### config.mk
export PLATFORM = sky130hd
export DESIGN_NAME = pcmcia_host_master_flat
export DESIGN_NICKNAME = d
export VERILOG_FILES = /design/src/rtl/pcmcia_host_master_if.sv /design/src/rtl/pcmcia_host_master.sv /design/src/flat_wrapper.sv
export SDC_FILE = /design/constraint.sdc
export NUM_CORES = 1
export LEC_CHECK = 0
export ABC_AREA = 1
export CAP_MARGIN = 20
export CORE_ASPECT_RATIO = 0.75
export CORE_UTILIZATION = 25
export CTS_CLUSTER_SIZE = 28
export DETAILED_ROUTE_END_ITERATION = 8
export PLACE_DENSITY = 0.51
export SETUP_SLACK_MARGIN = 0.15
export SLEW_MARGIN = 5
export SYNTH_ARGS = -nofsm -noshare
export SYNTH_HDL_FRONTEND = slang
export SYNTH_SLANG_ARGS = --single-unit
### constraint.sdc
create_clock -name clk -period 2.4 [get_ports clk]
set_clock_uncertainty 0.15 [all_clocks]
set_input_delay 0.48 -clock clk [delete_from_list [all_inputs] [get_ports clk]]
set_output_delay 0.48 -clock clk [all_outputs]
set_load 0.05 [all_outputs]
### src/rtl/pcmcia_host_master_if.sv
// Local request/response channel plus 8-bit PCMCIA/CF card bus, seen from the host initiator.
// master = host-side initiator view, slave = the card/requester side.
interface pcmcia_host_master_if;
    logic        req_valid;
    logic        req_ready;
    logic        req_write;
    logic [1:0]  req_space;
    logic [15:0] req_addr;
    logic [7:0]  req_wdata;
    logic        rst_req;
    logic        rsp_valid;
    logic [7:0]  rsp_rdata;
    logic        rsp_tmo;
    logic        rsp_nopack;
    logic [15:0] a;
    logic [7:0]  d_out;
    logic [7:0]  d_in;
    logic        d_oe;
    logic        ce1_n;
    logic        ce2_n;
    logic        reg_n;
    logic        oe_n;
    logic        we_n;
    logic        iord_n;
    logic        iowr_n;
    logic        wait_n;
    logic        inpack_n;
    logic        card_reset;

    modport master (
        input  req_valid, req_write, req_space, req_addr, req_wdata, rst_req,
        input  d_in, wait_n, inpack_n,
        output req_ready, rsp_valid, rsp_rdata, rsp_tmo, rsp_nopack,
        output a, d_out, d_oe, ce1_n, ce2_n, reg_n, oe_n, we_n, iord_n, iowr_n,
        output card_reset
    );

    modport slave (
        output req_valid, req_write, req_space, req_addr, req_wdata, rst_req,
        output d_in, wait_n, inpack_n,
        input  req_ready, rsp_valid, rsp_rdata, rsp_tmo, rsp_nopack,
        input  a, d_out, d_oe, ce1_n, ce2_n, reg_n, oe_n, we_n, iord_n, iowr_n,
        input  card_reset
    );
endinterface

### src/rtl/pcmcia_host_master.sv
// Host-side PCMCIA/CF initiator: turns single-byte requests into timed CE/REG/OE/WE/IORD/IOWR
// cycles, honours WAIT, samples INPACK on I/O reads and generates the card RESET pulse.
//
// state    | meaning
// IDLE     | ready for a request or a card reset command
// SETUP    | address/CE/REG (and write data) valid, strobes high
// STROBE   | selected strobe low for the minimum strobe time
// WAITX    | strobe extended while the card holds WAIT, bounded by WAIT_TMO
// HOLD     | strobe high, address/CE/REG/data still held
// RESP     | one-cycle response pulse
// CRST     | CARD_RESET asserted, bus idle
module pcmcia_host_master #(
    parameter int SETUP_CYC  = 2,
    parameter int STROBE_CYC = 4,
    parameter int HOLD_CYC   = 1,
    parameter int WAIT_TMO   = 1024,
    parameter int RESET_CYC  = 64
) (
    input  logic clk,
    input  logic rst_n,
    pcmcia_host_master_if.master bus
);
    localparam int MAX_0 = (SETUP_CYC > STROBE_CYC) ? SETUP_CYC : STROBE_CYC;
    localparam int MAX_1 = (MAX_0 > HOLD_CYC) ? MAX_0 : HOLD_CYC;
    localparam int MAX_2 = (MAX_1 > WAIT_TMO) ? MAX_1 : WAIT_TMO;
    localparam int MAX_3 = (MAX_2 > RESET_CYC) ? MAX_2 : RESET_CYC;
    localparam int CW    = $clog2(MAX_3 + 1);

    localparam logic [CW-1:0] SETUP_LAST  = CW'(SETUP_CYC - 1);
    localparam logic [CW-1:0] STROBE_LAST = CW'(STROBE_CYC - 1);
    localparam logic [CW-1:0] HOLD_LAST   = CW'(HOLD_CYC - 1);
    localparam logic [CW-1:0] TMO_LAST    = CW'(WAIT_TMO - 1);
    localparam logic [CW-1:0] RESET_LAST  = CW'(RESET_CYC - 1);

    typedef enum logic [2:0] {
        S_IDLE, S_SETUP, S_STROBE, S_WAITX, S_HOLD, S_RESP, S_CRST
    } state_t;

    state_t        state_q, state_d;
    logic [CW-1:0] cnt_q;
    logic [1:0]    wait_sync, pack_sync;
    logic          wait_s, pack_s;
    logic [15:0]   addr_q;
    logic [7:0]    wdata_q, rdata_q;
    logic          write_q, io_q, attr_q, tmo_q, pack_q;
    logic          accept, capture, tmo_set, bus_on, strobe_on;

    assign wait_s = wait_sync[1];
    assign pack_s = pack_sync[1];
    assign accept = (state_q == S_IDLE) && !bus.rst_req && bus.req_valid;

    always_ff @(posedge clk or negedge rst_n) begin
        if (!rst_n) begin
            wait_sync <= 2'b11;
            pack_sync <= 2'b11;
        end else begin
            wait_sync <= {wait_sync[0], bus.wait_n};
            pack_sync <= {pack_sync[0], bus.inpack_n};
        end
    end

    always_comb begin
        state_d = state_q;
        capture = 1'b0;
        tmo_set = 1'b0;
        case (state_q)
            S_IDLE: begin
                if (bus.rst_req)        state_d = S_CRST;
                else if (bus.req_valid) state_d = S_SETUP;
            end
            S_SETUP:  if (cnt_q == SETUP_LAST) state_d = S_STROBE;
            S_STROBE: begin
                if (cnt_q == STROBE_LAST) begin
                    if (!wait_s) begin
                        state_d = S_WAITX;
                    end else begin
                        state_d = S_HOLD;
                        capture = 1'b1;
                    end
                end
            end
            S_WAITX: begin
                if (wait_s) begin
                    state_d = S_HOLD;
                    capture = 1'b1;
                end else if (cnt_q == TMO_LAST) begin
                    state_d = S_HOLD;
                    capture = 1'b1;
                    tmo_set = 1'b1;
                end
            end
            S_HOLD:  if (cnt_q == HOLD_LAST) state_d = S_RESP;
            S_RESP:  state_d = S_IDLE;
            S_CRST:  if (cnt_q == RESET_LAST) state_d = S_IDLE;
            default: state_d = S_IDLE;
        endcase
    end

    // One shared phase counter, restarted on every state change and saturating rather than wrapping.
    always_ff @(posedge clk or negedge rst_n) begin
        if (!rst_n) begin
            state_q <= S_IDLE;
            cnt_q   <= '0;
        end else begin
            state_q <= state_d;
            if (state_d != state_q)  cnt_q <= '0;
            else if (cnt_q != '1)    cnt_q <= cnt_q + CW'(1);
        end
    end

    always_ff @(posedge clk or negedge rst_n) begin
        if (!rst_n) begin
            addr_q  <= '0;
            wdata_q <= '0;
            rdata_q <= '0;
            write_q <= 1'b0;
            io_q    <= 1'b0;
            attr_q  <= 1'b0;
            tmo_q   <= 1'b0;
            pack_q  <= 1'b0;
        end else if (accept) begin
            addr_q  <= bus.req_addr;
            wdata_q <= bus.req_wdata;
            write_q <= bus.req_write;
            io_q    <= (bus.req_space == 2'd2);
            attr_q  <= (bus.req_space == 2'd1);
            rdata_q <= '0;
            tmo_q   <= 1'b0;
            pack_q  <= 1'b0;
        end else begin
            if (capture && !write_q)                   rdata_q <= bus.d_in;
            if (tmo_set)                               tmo_q   <= 1'b1;
            if (strobe_on && io_q && !write_q && !pack_s) pack_q <= 1'b1;
        end
    end

    assign bus_on    = (state_q == S_SETUP) || (state_q == S_STROBE) ||
                       (state_q == S_WAITX) || (state_q == S_HOLD);
    assign strobe_on = (state_q == S_STROBE) || (state_q == S_WAITX);

    // D_OE only ever follows writes, so it can never overlap OE_N/IORD_N low.
    always_comb begin
        bus.req_ready  = (state_q == S_IDLE) && !bus.rst_req;
        bus.a          = bus_on ? addr_q : 16'h0000;
        bus.d_oe       = bus_on && write_q;
        bus.d_out      = (bus_on && write_q) ? wdata_q : 8'h00;
        bus.ce1_n      = !bus_on;
        bus.ce2_n      = 1'b1;
        bus.reg_n      = !(bus_on && (attr_q || io_q));
        bus.oe_n       = !(strobe_on && !io_q && !write_q);
        bus.we_n       = !(strobe_on && !io_q && write_q);
        bus.iord_n     = !(strobe_on && io_q && !write_q);
        bus.iowr_n     = !(strobe_on && io_q && write_q);
        bus.card_reset = (state_q == S_CRST);
        bus.rsp_valid  = (state_q == S_RESP);
        bus.rsp_rdata  = (state_q == S_RESP) ? rdata_q : 8'h00;
        bus.rsp_tmo    = (state_q == S_RESP) && tmo_q;
        bus.rsp_nopack = (state_q == S_RESP) && io_q && !write_q && !pack_q;
    end
endmodule
### src/flat_wrapper.sv
// flat-port wrapper written by rule: the top's interface ports become plain ports
module pcmcia_host_master_flat 
#(
    parameter int SETUP_CYC  = 2,
    parameter int STROBE_CYC = 4,
    parameter int HOLD_CYC   = 1,
    parameter int WAIT_TMO   = 1024,
    parameter int RESET_CYC  = 64
)
  (clk, rst_n, bus_req_valid, bus_req_write, bus_req_space, bus_req_addr, bus_req_wdata, bus_rst_req, bus_d_in, bus_wait_n, bus_inpack_n, bus_req_ready, bus_rsp_valid, bus_rsp_rdata, bus_rsp_tmo, bus_rsp_nopack, bus_a, bus_d_out, bus_d_oe, bus_ce1_n, bus_ce2_n, bus_reg_n, bus_oe_n, bus_we_n, bus_iord_n, bus_iowr_n, bus_card_reset);
  pcmcia_host_master_if bus_i ();
  input  logic clk;
  input  logic rst_n;
  input wire logic [$bits(bus_i.req_valid)-1:0] bus_req_valid;
  input wire logic [$bits(bus_i.req_write)-1:0] bus_req_write;
  input wire logic [$bits(bus_i.req_space)-1:0] bus_req_space;
  input wire logic [$bits(bus_i.req_addr)-1:0] bus_req_addr;
  input wire logic [$bits(bus_i.req_wdata)-1:0] bus_req_wdata;
  input wire logic [$bits(bus_i.rst_req)-1:0] bus_rst_req;
  input wire logic [$bits(bus_i.d_in)-1:0] bus_d_in;
  input wire logic [$bits(bus_i.wait_n)-1:0] bus_wait_n;
  input wire logic [$bits(bus_i.inpack_n)-1:0] bus_inpack_n;
  output wire logic [$bits(bus_i.req_ready)-1:0] bus_req_ready;
  output wire logic [$bits(bus_i.rsp_valid)-1:0] bus_rsp_valid;
  output wire logic [$bits(bus_i.rsp_rdata)-1:0] bus_rsp_rdata;
  output wire logic [$bits(bus_i.rsp_tmo)-1:0] bus_rsp_tmo;
  output wire logic [$bits(bus_i.rsp_nopack)-1:0] bus_rsp_nopack;
  output wire logic [$bits(bus_i.a)-1:0] bus_a;
  output wire logic [$bits(bus_i.d_out)-1:0] bus_d_out;
  output wire logic [$bits(bus_i.d_oe)-1:0] bus_d_oe;
  output wire logic [$bits(bus_i.ce1_n)-1:0] bus_ce1_n;
  output wire logic [$bits(bus_i.ce2_n)-1:0] bus_ce2_n;
  output wire logic [$bits(bus_i.reg_n)-1:0] bus_reg_n;
  output wire logic [$bits(bus_i.oe_n)-1:0] bus_oe_n;
  output wire logic [$bits(bus_i.we_n)-1:0] bus_we_n;
  output wire logic [$bits(bus_i.iord_n)-1:0] bus_iord_n;
  output wire logic [$bits(bus_i.iowr_n)-1:0] bus_iowr_n;
  output wire logic [$bits(bus_i.card_reset)-1:0] bus_card_reset;
  assign bus_i.req_valid = bus_req_valid;
  assign bus_i.req_write = bus_req_write;
  assign bus_i.req_space = bus_req_space;
  assign bus_i.req_addr = bus_req_addr;
  assign bus_i.req_wdata = bus_req_wdata;
  assign bus_i.rst_req = bus_rst_req;
  assign bus_i.d_in = bus_d_in;
  assign bus_i.wait_n = bus_wait_n;
  assign bus_i.inpack_n = bus_inpack_n;
  assign bus_req_ready = bus_i.req_ready;
  assign bus_rsp_valid = bus_i.rsp_valid;
  assign bus_rsp_rdata = bus_i.rsp_rdata;
  assign bus_rsp_tmo = bus_i.rsp_tmo;
  assign bus_rsp_nopack = bus_i.rsp_nopack;
  assign bus_a = bus_i.a;
  assign bus_d_out = bus_i.d_out;
  assign bus_d_oe = bus_i.d_oe;
  assign bus_ce1_n = bus_i.ce1_n;
  assign bus_ce2_n = bus_i.ce2_n;
  assign bus_reg_n = bus_i.reg_n;
  assign bus_oe_n = bus_i.oe_n;
  assign bus_we_n = bus_i.we_n;
  assign bus_iord_n = bus_i.iord_n;
  assign bus_iowr_n = bus_i.iowr_n;
  assign bus_card_reset = bus_i.card_reset;
  pcmcia_host_master #(.SETUP_CYC(SETUP_CYC), .STROBE_CYC(STROBE_CYC), .HOLD_CYC(HOLD_CYC), .WAIT_TMO(WAIT_TMO), .RESET_CYC(RESET_CYC)) u_core (.clk(clk), .rst_n(rst_n), .bus(bus_i));
endmodule
==> run summary <==
Outcome - finished with violations
Failing checks - negative hold slack
Gr busiest metal - met2
Starting Density - 26.2%
Synth Warn # - 0
TritonCTS clock tree - yes
MaxCap Viol Count - 0
Met1 Resource Use GR - 19.1%
Top post-synthesis cells by area - dfrtp_1, nand2_1, nor2_1
Top_reg_cell synth - dfrtp_1
Critical Path RT - 1770 ps
Fin util - 45.8%
Post-synth top area share - 46.4%
RSZ-0062 raised after global routing - true
Die height - 92.8 um
Total Die Area - 0.0114 mm2
Mean routed wirelength per cell - 12.6 um
Final setup fails - 0
Max Freq - 422 MHz
Total CTS buffers - 5
Area growth syn-to-layout - 75.0%
Die width - 123 um
Synth cell types - 32
HP Class - in -> async
Seq pwr share - 21.8%
Met2 usage - 21.3%
Hold Fails Final Rpt - 18
# DRC - 0
CP Class - reg -> out
Seq cells post-synth - 55
I/O pin total - 86
Combinational Power Share - 67.2%
Total number of vias - 2538
Syn_nets - 394
Placed cell count - 567
Syn Inst Count - 350
First-pass GRT wire length - 12.3 mm
Clock sinks - 55
Number of antenna diodes - 0
DR iter-0 viols - 73
Non-Filler Instances - 592
Core area - 0.0105 mm2
Fraction of layout instances using a drive strength above 1 - 32.9%
# rows - 32
Largest net degree at the start of global routing - 54
Dpl hpwl - 5.42 mm
All-Layer GR Usage - 13.9%
Number of synthesized flops with an enable pin - 0
Net Switching - 3.04 mW
Fillers - 995
Nets@finish - 499
DRT Pass-1 Iters - 4
Min Tclk post-route - 2370 ps
Maximum clock path buffer count - 2
Final GP Congestion - 0.789
Critical path peak fanout - 8
Met3 GRT Util - 3.82%
Pint - 3.49 mW
Flop2flop setup slack - 330 ps
Number of global-route vias before repair - 2450
Cell area after synthesis - 0.00275 mm2
Port Buffers - 84
CTS H-tree lvls - 2
Setup_tns - 0 ps
Congestion Overflow GR - 0
Post-route ant nets - 0
Sequential fraction of the synthesis area - 50.3%
Cell taking the most area after synthesis - dfrtp_1
Routed vias/inst - 4.29
Root Buffer - clkbuf_16
Clk pwr share - 11.0%
Post-CTS Hold Buffers - 0
Initial antenna violation count - 0
Max-slew violations - 0
Clock slew at reported path FFs - 70 ps
Syn Area/Cell - 7.85 um2
CP arrival - 1740 ps
Detailed Route WL - 7.44 mm
Tcrit/Tclk final - 98.7%
Maximum VDD drop - 0.796 mV
Setup crit end kind - primary output
CP startpoint kind - flop
Clock latency at the later pin of the worst-skew pair - 290 ps
Sw Ratio - 46.6%
WHS - -13.8 ps
Leakage power - 2.04 nW
Power Dens Cells - 1360 mW/mm2
Post-synth ARST share - 100%
-- sequential cells by signal, summed over array words and instances (netlist names) --
name	count
u_core.wdata_q	8
u_core.pack_q	1
u_core.rdata_q	8
u_core.addr_q	16
u_core.wait_sync	2
u_core.io_q	1
u_core.write_q	1
u_core.tmo_q	1
u_core.pack_sync	2
u_core.state_q	3
u_core.cnt_q	11
u_core.attr_q	1
-- final cells by class --
class	count	area [um2]	area share, %
timing repair buffer	109	1490	30.9
multi-input combinational	228	1400	29.1
sequential	55	1380	28.8
inverter	56	229	4.76
tap	136	170	3.54
clock buffer	6	129	2.68
clock inverter	2	12.5	0.260
-- path summary, 6_finish.rpt --
check | startpoint | end | cells after the start
setup / recovery | u_core.state_q[1] | bus_d_out[4] | 9
hold / removal | rst_n | u_core.wdata_q[5] | 1
setup reg to reg | u_core.state_q[2] | u_core.cnt_q[9] | 12
hold reg to reg | u_core.pack_sync[0] | u_core.pack_sync[1] | 0
max in group asynchronous | rst_n | u_core.pack_sync[1] | 2
min in group clk | u_core.pack_sync[0] | u_core.pack_sync[1] | 0
-- worst max-delay path, cell delays in order (launching register included) --
cell,delay [ps]
dfrtp_2,460
inv_2,90
nand3_4,90
nand2_4,90
clkinv_4,60
nor2_4,130
clkinvlp_4,110
buf_12,160
nor2_4,110
buf_12,140
-- routing by layer --
layer | share of wire [%] | up-vias
met5 | 0 | -
met4 | 1.4 | 0
met3 | 6.8 | 7
met2 | 45 | 72
met1 | 47 | 1165
li1 | - | 1294
-- power groups by stage --
stage | Combinational, mW | Clock, mW | Sequential [mW]
2_1_floorplan | 2.43 | 0 | 1.40
3_3_place_gp | 3.96 | 0 | 1.43
3_5_place_dp | 3.97 | 0 | 1.44
4_1_cts | 4.26 | 0.748 | 1.41
5_1_grt | 4.69 | 0.793 | 1.47
6_report | 4.39 | 0.716 | 1.43
-- cell families after synthesis --
kind of cell | share of synthesized area [%]
AO/OA/AOI/OAI | 9.79
XOR/XNOR | 0.956
adder cells (fa/ha/maj) | 1.37
buffers and inverters | 9.84
flip-flops | 50.3
other | 0.136
AND/OR/NAND/NOR | 27.6
-- per-stage QoR --
| stage | setup WS (ps) | total power [mW] | cell area [um2] |
|---|---|---|---|
| after floorplan | -238 | 3.83 | 3000 |
| after global placement | 122 | 5.39 | 4400 |
| after detailed placement | 124 | 5.41 | 4400 |
| after CTS | 48.8 | 6.42 | 4710 |
| after global routing | -46.9 | 6.95 | 4810 |
| final | 31.3 | 6.54 | 4810 |
-- synth_stat cells (3+ instances only) --
master / instances
clkinv_1: 3
nand3_1: 28
clkbuf_1: 5
nor2_2: 14
nor2_1: 55
xor2_1: 3
a21oi_1: 3
dfstp_2: 4
o21ai_0: 40
nand2_2: 3
nor3_1: 4
inv_1: 51
nand2_1: 57
dfrtp_1: 51
ha_1: 3
buf_2: 3
-- placed cells by master (no fill, tap or decap), types with 3 or more instances in the layout --
master and instances:
nor2_4 27, dfrtp_1 49, nor2_2 19, dfstp_2 4, nand2_1 56, o21ai_0 38, clkbuf_16 6, clkdlybuf4s50_1 39
buf_12 43, xor2_1 3, inv_1 48, nor2_1 25, a21oi_1 3, buf_6 5, buf_4 20, nand2_4 3
nand3_1 27
-- repair_timing --
item	in CTS	in global routing
buffers inserted	11	6
resized for setup	17	14
pin swaps	6	7
endpoints found under the setup margin	36	48
Note: power is estimated with default switching activity, not from simulation.
==> patch 1, RTL diff (same settings) <==
`WAIT_TMO` is set to 1024 in 2 places; all go to 2048.
--- a/src/rtl/pcmcia_host_master.sv
+++ b/src/rtl/pcmcia_host_master.sv
@@ -14,5 +14,5 @@
     parameter int STROBE_CYC = 4,
     parameter int HOLD_CYC   = 1,
-    parameter int WAIT_TMO   = 1024,
+    parameter int WAIT_TMO   = 2048,
     parameter int RESET_CYC  = 64
 ) (
--- a/src/flat_wrapper.sv
+++ b/src/flat_wrapper.sv
@@ -5,5 +5,5 @@
     parameter int STROBE_CYC = 4,
     parameter int HOLD_CYC   = 1,
-    parameter int WAIT_TMO   = 1024,
+    parameter int WAIT_TMO   = 2048,
     parameter int RESET_CYC  = 64
 )
Formal check against the unedited RTL: no difference found for any inputs over 10 cycles, from zero or initial values and one cycle with rst_n low; that may be too few to reach the edited logic, so the function may still have changed.
==> patch 1 against the original RTL <==
Design area up 5.6%; sequential cell count is 1 higher; synthesized cell count is 4.3% higher; synthesized area up 5.5%; largest power group unchanged; setup slack gained 0.022 ns; hold slack better by 0.044 ns; total power up 6.3%; wire length rose by 3.3%; die area increased by 5.4%.
==> patch 1: results (changes against the original RTL) <==
status:
  outcome: "complete, no violations"
routing:
  wl_met2_um: 3280  # -1.9%
  drt_iter0_drc: 106  # +45%
  wl_met3_um: 558  # +10%
  vias: 2607  # +2.7%
  wl_um: 7690  # +3.3%
  drtPass1Iterations: 4  # unchanged
  drt-met1-wl_um: 3780  # +8.4%
global_route:
  track_usage_pct: 13.1  # -0.81 points
  grt_first_pass_wirelength_um: 12300  # +0.40%
  grt_util_met2_pct: 19.4  # -1.8 points
  grt_max_degree: 57  # +5.6%
  met1_usage_pct: 18.0  # -1.1 points
  grt_pass1_vias: 2500  # +2.0%
  grtUsageMet3_pct: 4.38  # +0.56 points
  antenna_found_initial: 0  # unchanged
layout:
  fillers: 1022  # +2.7%
  drive_gt1_share_pct: 34.0  # +1.1 points
  fin_nets: 514  # +3.0%
  top_regs: "u_core.addr_q: 16 flops, u_core.cnt_q: 12 flops"
yosys:
  synth_fp_nets: 409  # +3.8%
  ys_seq_area_share_pct: 48.5  # -1.8 points
  synth_cell_type_count: 35  # +9.4%
  synth-xor-area-share_pct: 1.81  # +0.86 points
  ys_async_sr_fraction_pct: 100  # unchanged
  synthTopCellsByCount: "nand2_1 (62), nor2_1 (57), inv_1 (55)"
  synth-adder-area-share_pct: 1.29  # -0.071 points
  synth_compound_area_share_pct: 8.42  # -1.4 points
  synthTopCellsByArea: "dfrtp_1 (45%), nand2_1 (8.0%), nor2_1 (7.4%)"
  synthMuxAreaShare_pct: 0.388  # +0.39 points
placement:
  dp_hpwl_um: 5430  # +0.13%
  gp_congestion: 0.765  # -3.0%
  dpl_cell_area_sq_mm: 0.00455  # +3.4%
min_path:
  worstHoldPathType: "in2async"
critical_path:
  cp_max_fo: 8  # unchanged
  cp.arrival_ns: 1.72  # -0.02 ns
power:
  p_leak_uw: 0.00216  # +5.9%
  irDropWorstVdd_mv: 0.774  # -2.8%
clock_network:
  clockRootBuffer: "clkbuf_16"
  cts_buffers: 5  # unchanged
  cts_buffer_depth: 2  # unchanged
patch 1: changes by cell type in the layout (fill, tap and decap cells not counted), moves of 3 or more:
cell / unedited run / this run
nor2_4: 27 / 38
nand2_1: 56 / 60
buf_6: 5 / 0
inv_1: 48 / 53
buf_12: 43 / 48
nand3_1: 27 / 24
nor2_2: 19 / 12
nand2_2: 1 / 6
nor2_1: 25 / 22
patch 1: critical path: stages, from the launching register on:
cell       delay (ns)
dfrtp_2          0.46
buf_12           0.14
o21ai_4          0.16
nand2_4          0.09
inv_8            0.07
buf_4            0.13
clkbuf_16        0.18
nor2_4           0.05
buf_12           0.14
patch 1: through the flow:
stage / instances / utilization, % / worst slack [ns] / total power (uW)
global route: 611 / 45.7 / -0.0395 / 7370
finish: 611 / 45.7 / 0.0535 / 6950
detailed placement: 585 / 41.0 / 0.109 / 5380
floorplan: 365 / - / -0.223 / 3800
global placement: 585 / 41.0 / 0.136 / 5350
CTS: 602 / 43.6 / 0.0558 / 6420
patch 1: area by class of cell:
cell class / count / area, sq um / area share [%]
clock buffer: 6 / 129 / 2.54
clock inverter: 2 / 35.0 / 0.690
inverter: 60 / 241 / 4.75
multi-input combinational: 237 / 1530 / 30.2
sequential: 56 / 1410 / 27.8
tap: 140 / 175 / 3.45
timing repair buffer: 110 / 1560 / 30.6
patch 1: power by group:
| part | leakage, uW | switching (uW) | internal, uW |
|---|---|---|---|
| sequential | 0.000701 | 136 | 1280 |
| combinational | 0.00138 | 2690 | 2010 |
| clock | 0.0000808 | 333 | 492 |
| total | 0.00216 | 3160 | 3790 |
patch 1: final timing paths:
check	to	from	cells after the start	slack [ns]
max reg2reg	u_core.cnt_q[11]$_DFFE_PN0P_	u_core.cnt_q[0]$_DFFE_PN0P_	9	0.40
max in group asynchronous	u_core.pack_sync[0]$_DFF_PN1_	rst_n	2	1.74
min in group clk	u_core.pack_sync[1]$_DFF_PN1_	u_core.pack_sync[0]$_DFF_PN1_	0	0.20
max	bus_a[10]	u_core.state_q[0]$_DFF_PN0_	8	0.05
min	u_core.addr_q[5]$_DFFE_PN0P_	rst_n	2	0.03
min reg2reg	u_core.pack_sync[1]$_DFF_PN1_	u_core.pack_sync[0]$_DFF_PN1_	0	0.20
patch 1: kinds of logic (layout without fill, tap and decap cells):
logic type / count (synthesis) / count (layout)
adder cells (fa/ha/maj): 3 / 3
flip-flops: 56 / 56
other: 1 / 1
AND/OR/NAND/NOR: 180 / 180
XOR/XNOR: 6 / 6
buffers and inverters: 72 / 178
multiplexers: 1 / 1
AO/OA/AOI/OAI: 46 / 46
patch 1: timing repair:
item	CTS	global route
resized for setup	17	25
buffers inserted	9	7
pin swaps	6	2
hold buffers	0	0
gates cloned	0	2
setup endpoints to repair	35	48
==> patch 2, RTL diff (same settings) <==
Made on the original files. Encoding of `state_t`: now one-hot (7 bits for 7 states).
--- a/src/rtl/pcmcia_host_master.sv
+++ b/src/rtl/pcmcia_host_master.sv
@@ -33,6 +33,6 @@
     localparam logic [CW-1:0] RESET_LAST  = CW'(RESET_CYC - 1);
 
-    typedef enum logic [2:0] {
-        S_IDLE, S_SETUP, S_STROBE, S_WAITX, S_HOLD, S_RESP, S_CRST
+    typedef enum logic [6:0] {
+        S_IDLE = 7'b0000001, S_SETUP = 7'b0000010, S_STROBE = 7'b0000100, S_WAITX = 7'b0001000, S_HOLD = 7'b0010000, S_RESP = 7'b0100000, S_CRST = 7'b1000000
     } state_t;
 
Check against the original RTL: same outputs for any inputs over 10 cycles, from zero or initial values and one cycle with rst_n low; not proved beyond that.
==> patch 2 against the original RTL <==
The flow finishes with violations (setup timing); design area rose by 11%; sequential share of layout area fell by 0.93 points; synthesized area rose by 13%; sequential cell count rose by 4; setup slack got worse by 0.26 ns; final cell count rose by 15%; die area rose by 13%; core utilization fell by 0.79 points; non-clock buffer count rose by 11; wire length rose by 12%; critical endpoint is now bus_d_out[3].
Power is not compared: it rests on default switching activity, and its combinational part moved more than twofold at a synthesized area within 25%.
==> patch 2: results (changes against the original RTL) <==
status:
  outcome: "complete, but fails checks"
  violations: "setup timing"
global_route:
  track_usage_pct: 14.0  # +0.088 points
  met1_usage_pct: 18.3  # -0.73 points
  grtUsageMet3_pct: 4.83  # +1.0 points
  grt_max_degree: 53  # -1.9%
  grt_util_met2_pct: 20.9  # -0.33 points
critical_path:
  crit_path_start: "u_core.state_q[5]$_DFF_PN0_"
  critPathMaxStageDelay_ns: 0.41  # -0.05 ns
  cp.arrival_ns: 1.99  # +0.25 ns
  r2r_end: "u_core.cnt_q[3]$_DFFE_PN0P_"
  r2r-start: "u_core.state_q[0]$_DFF_PN1_"
  slowest_stage: "dfrtp_1"
  critPathTopFamily: "simple AND/OR/NAND/NOR gates"
placement:
  place_inst: 644  # +14%
  gp_congestion: 0.792  # +0.43%
  dp_hpwl_um: 6170  # +14%
  dpl_cell_area_sq_mm: 0.00470  # +6.8%
layout:
  inverters: 70  # +25%
  fillers: 1171  # +18%
  seq_cell_count: 59  # +7.3%
  multi_input_gates: 256  # +12%
  sh_seq_area_pct: 27.8  # -0.93 points
  area_delta_synth_final_pct: 71.8
  clock_buffers: 10  # +4
  layout.nonclk_buf_share_pct: 26.8  # -4.1 points
  multi_input_area_sq_mm: 0.00161  # +15%
  largestClassByArea: "multi-input combinational cells"
  clkCellAreaFrac_pct: 6.15  # +3.2 points
  signal_buffers: 120  # +10%
  fin_nets: 560  # +12%
  drive_gt1_share_pct: 37.0  # +4.1 points
routing:
  wl_um: 8300  # +12%
  drt-met1-wl_um: 3920  # +12%
  wl_met3_um: 599  # +18%
  vias_per_cell: 4.14  # -3.4%
  vias: 2828  # +11%
  wl_met2_um: 3670  # +9.7%
clock_network:
  cts_setup_buffers: 15  # +4
  clk_latency_ns: 0.33  # +0.04 ns
  h-tree-depth: 3  # +1
  cts_buffers: 9  # +4
  cts.clk_slew.worst_paths_ns: 0.05  # -0.02 ns
  cts_resized: 21  # +4
sta:
  setup_viol: 37  # +37
  worst_slack_ns: -0.225  # -0.256 ns
yosys:
  syn_area_sq_mm: 0.00310  # +13%
  synthTopCellsByArea: "dfrtp_1 (44%), nor2_1 (7.7%), inv_1 (7.6%)"
  ys_seq_area_share_pct: 47.8  # -2.5 points
  netlist_instances: 394  # +13%
  synth_cell_type_count: 36  # +13%
  synth_fp_nets: 438  # +11%
  synthTopCellsByCount: "nor2_1 (64), inv_1 (63), nand2_1 (57)"
-- patch 2: how the worst min path moves through the flow --
stage	start	endpoint	slack, ns	depth (start not counted)
3_3_place_gp	u_core.wait_sync[0]$_DFF_PN1_	u_core.wait_sync[1]$_DFF_PN1_	0.20	0
3_5_place_dp	u_core.wait_sync[0]$_DFF_PN1_	u_core.wait_sync[1]$_DFF_PN1_	0.20	0
5_1_grt	rst_n	u_core.addr_q[2]$_DFFE_PN0P_	0.05	1
2_1_floorplan	rst_n	u_core.addr_q[0]$_DFFE_PN0P_	0.03	0
6_report	rst_n	u_core.addr_q[15]$_DFFE_PN0P_	0.002	1
4_1_cts	rst_n	u_core.addr_q[2]$_DFFE_PN0P_	0.01	1
-- patch 2: metrics by stage --
stage | power (uW) | setup slack [ns] | hold WS [ns] | TNS [ns] | utilization, %
floorplan | 2420 | -0.328 | 0.0344 | -2.70 | -
global placement | 2970 | 0.0700 | 0.196 | 0 | 39.7
detailed placement | 2980 | 0.0397 | 0.197 | 0 | 39.7
CTS | 4490 | -0.235 | 0.0127 | -4.75 | 44.1
global route | 4790 | -0.325 | 0.0532 | -8.21 | 45.1
finish | 4500 | -0.225 | 0.00191 | -4.49 | 45.1
-- patch 2: logic make-up (layout without fill, tap and decap cells) --
| kind of cell | count (synthesis) | in the layout | share of synthesized area (%) |
|---|---|---|---|
| and+or+nand+nor | 192 | 192 | 29.9 |
| buffers and inverters | 79 | 206 | 10.0 |
| DFF | 59 | 59 | 47.8 |
| AOI/OAI and AO/OA | 56 | 56 | 9.80 |
| xor gates and xnor gates | 4 | 4 | 1.13 |
| adders and majority gates | 3 | 3 | 1.21 |
| other | 1 | 1 | 0.121 |
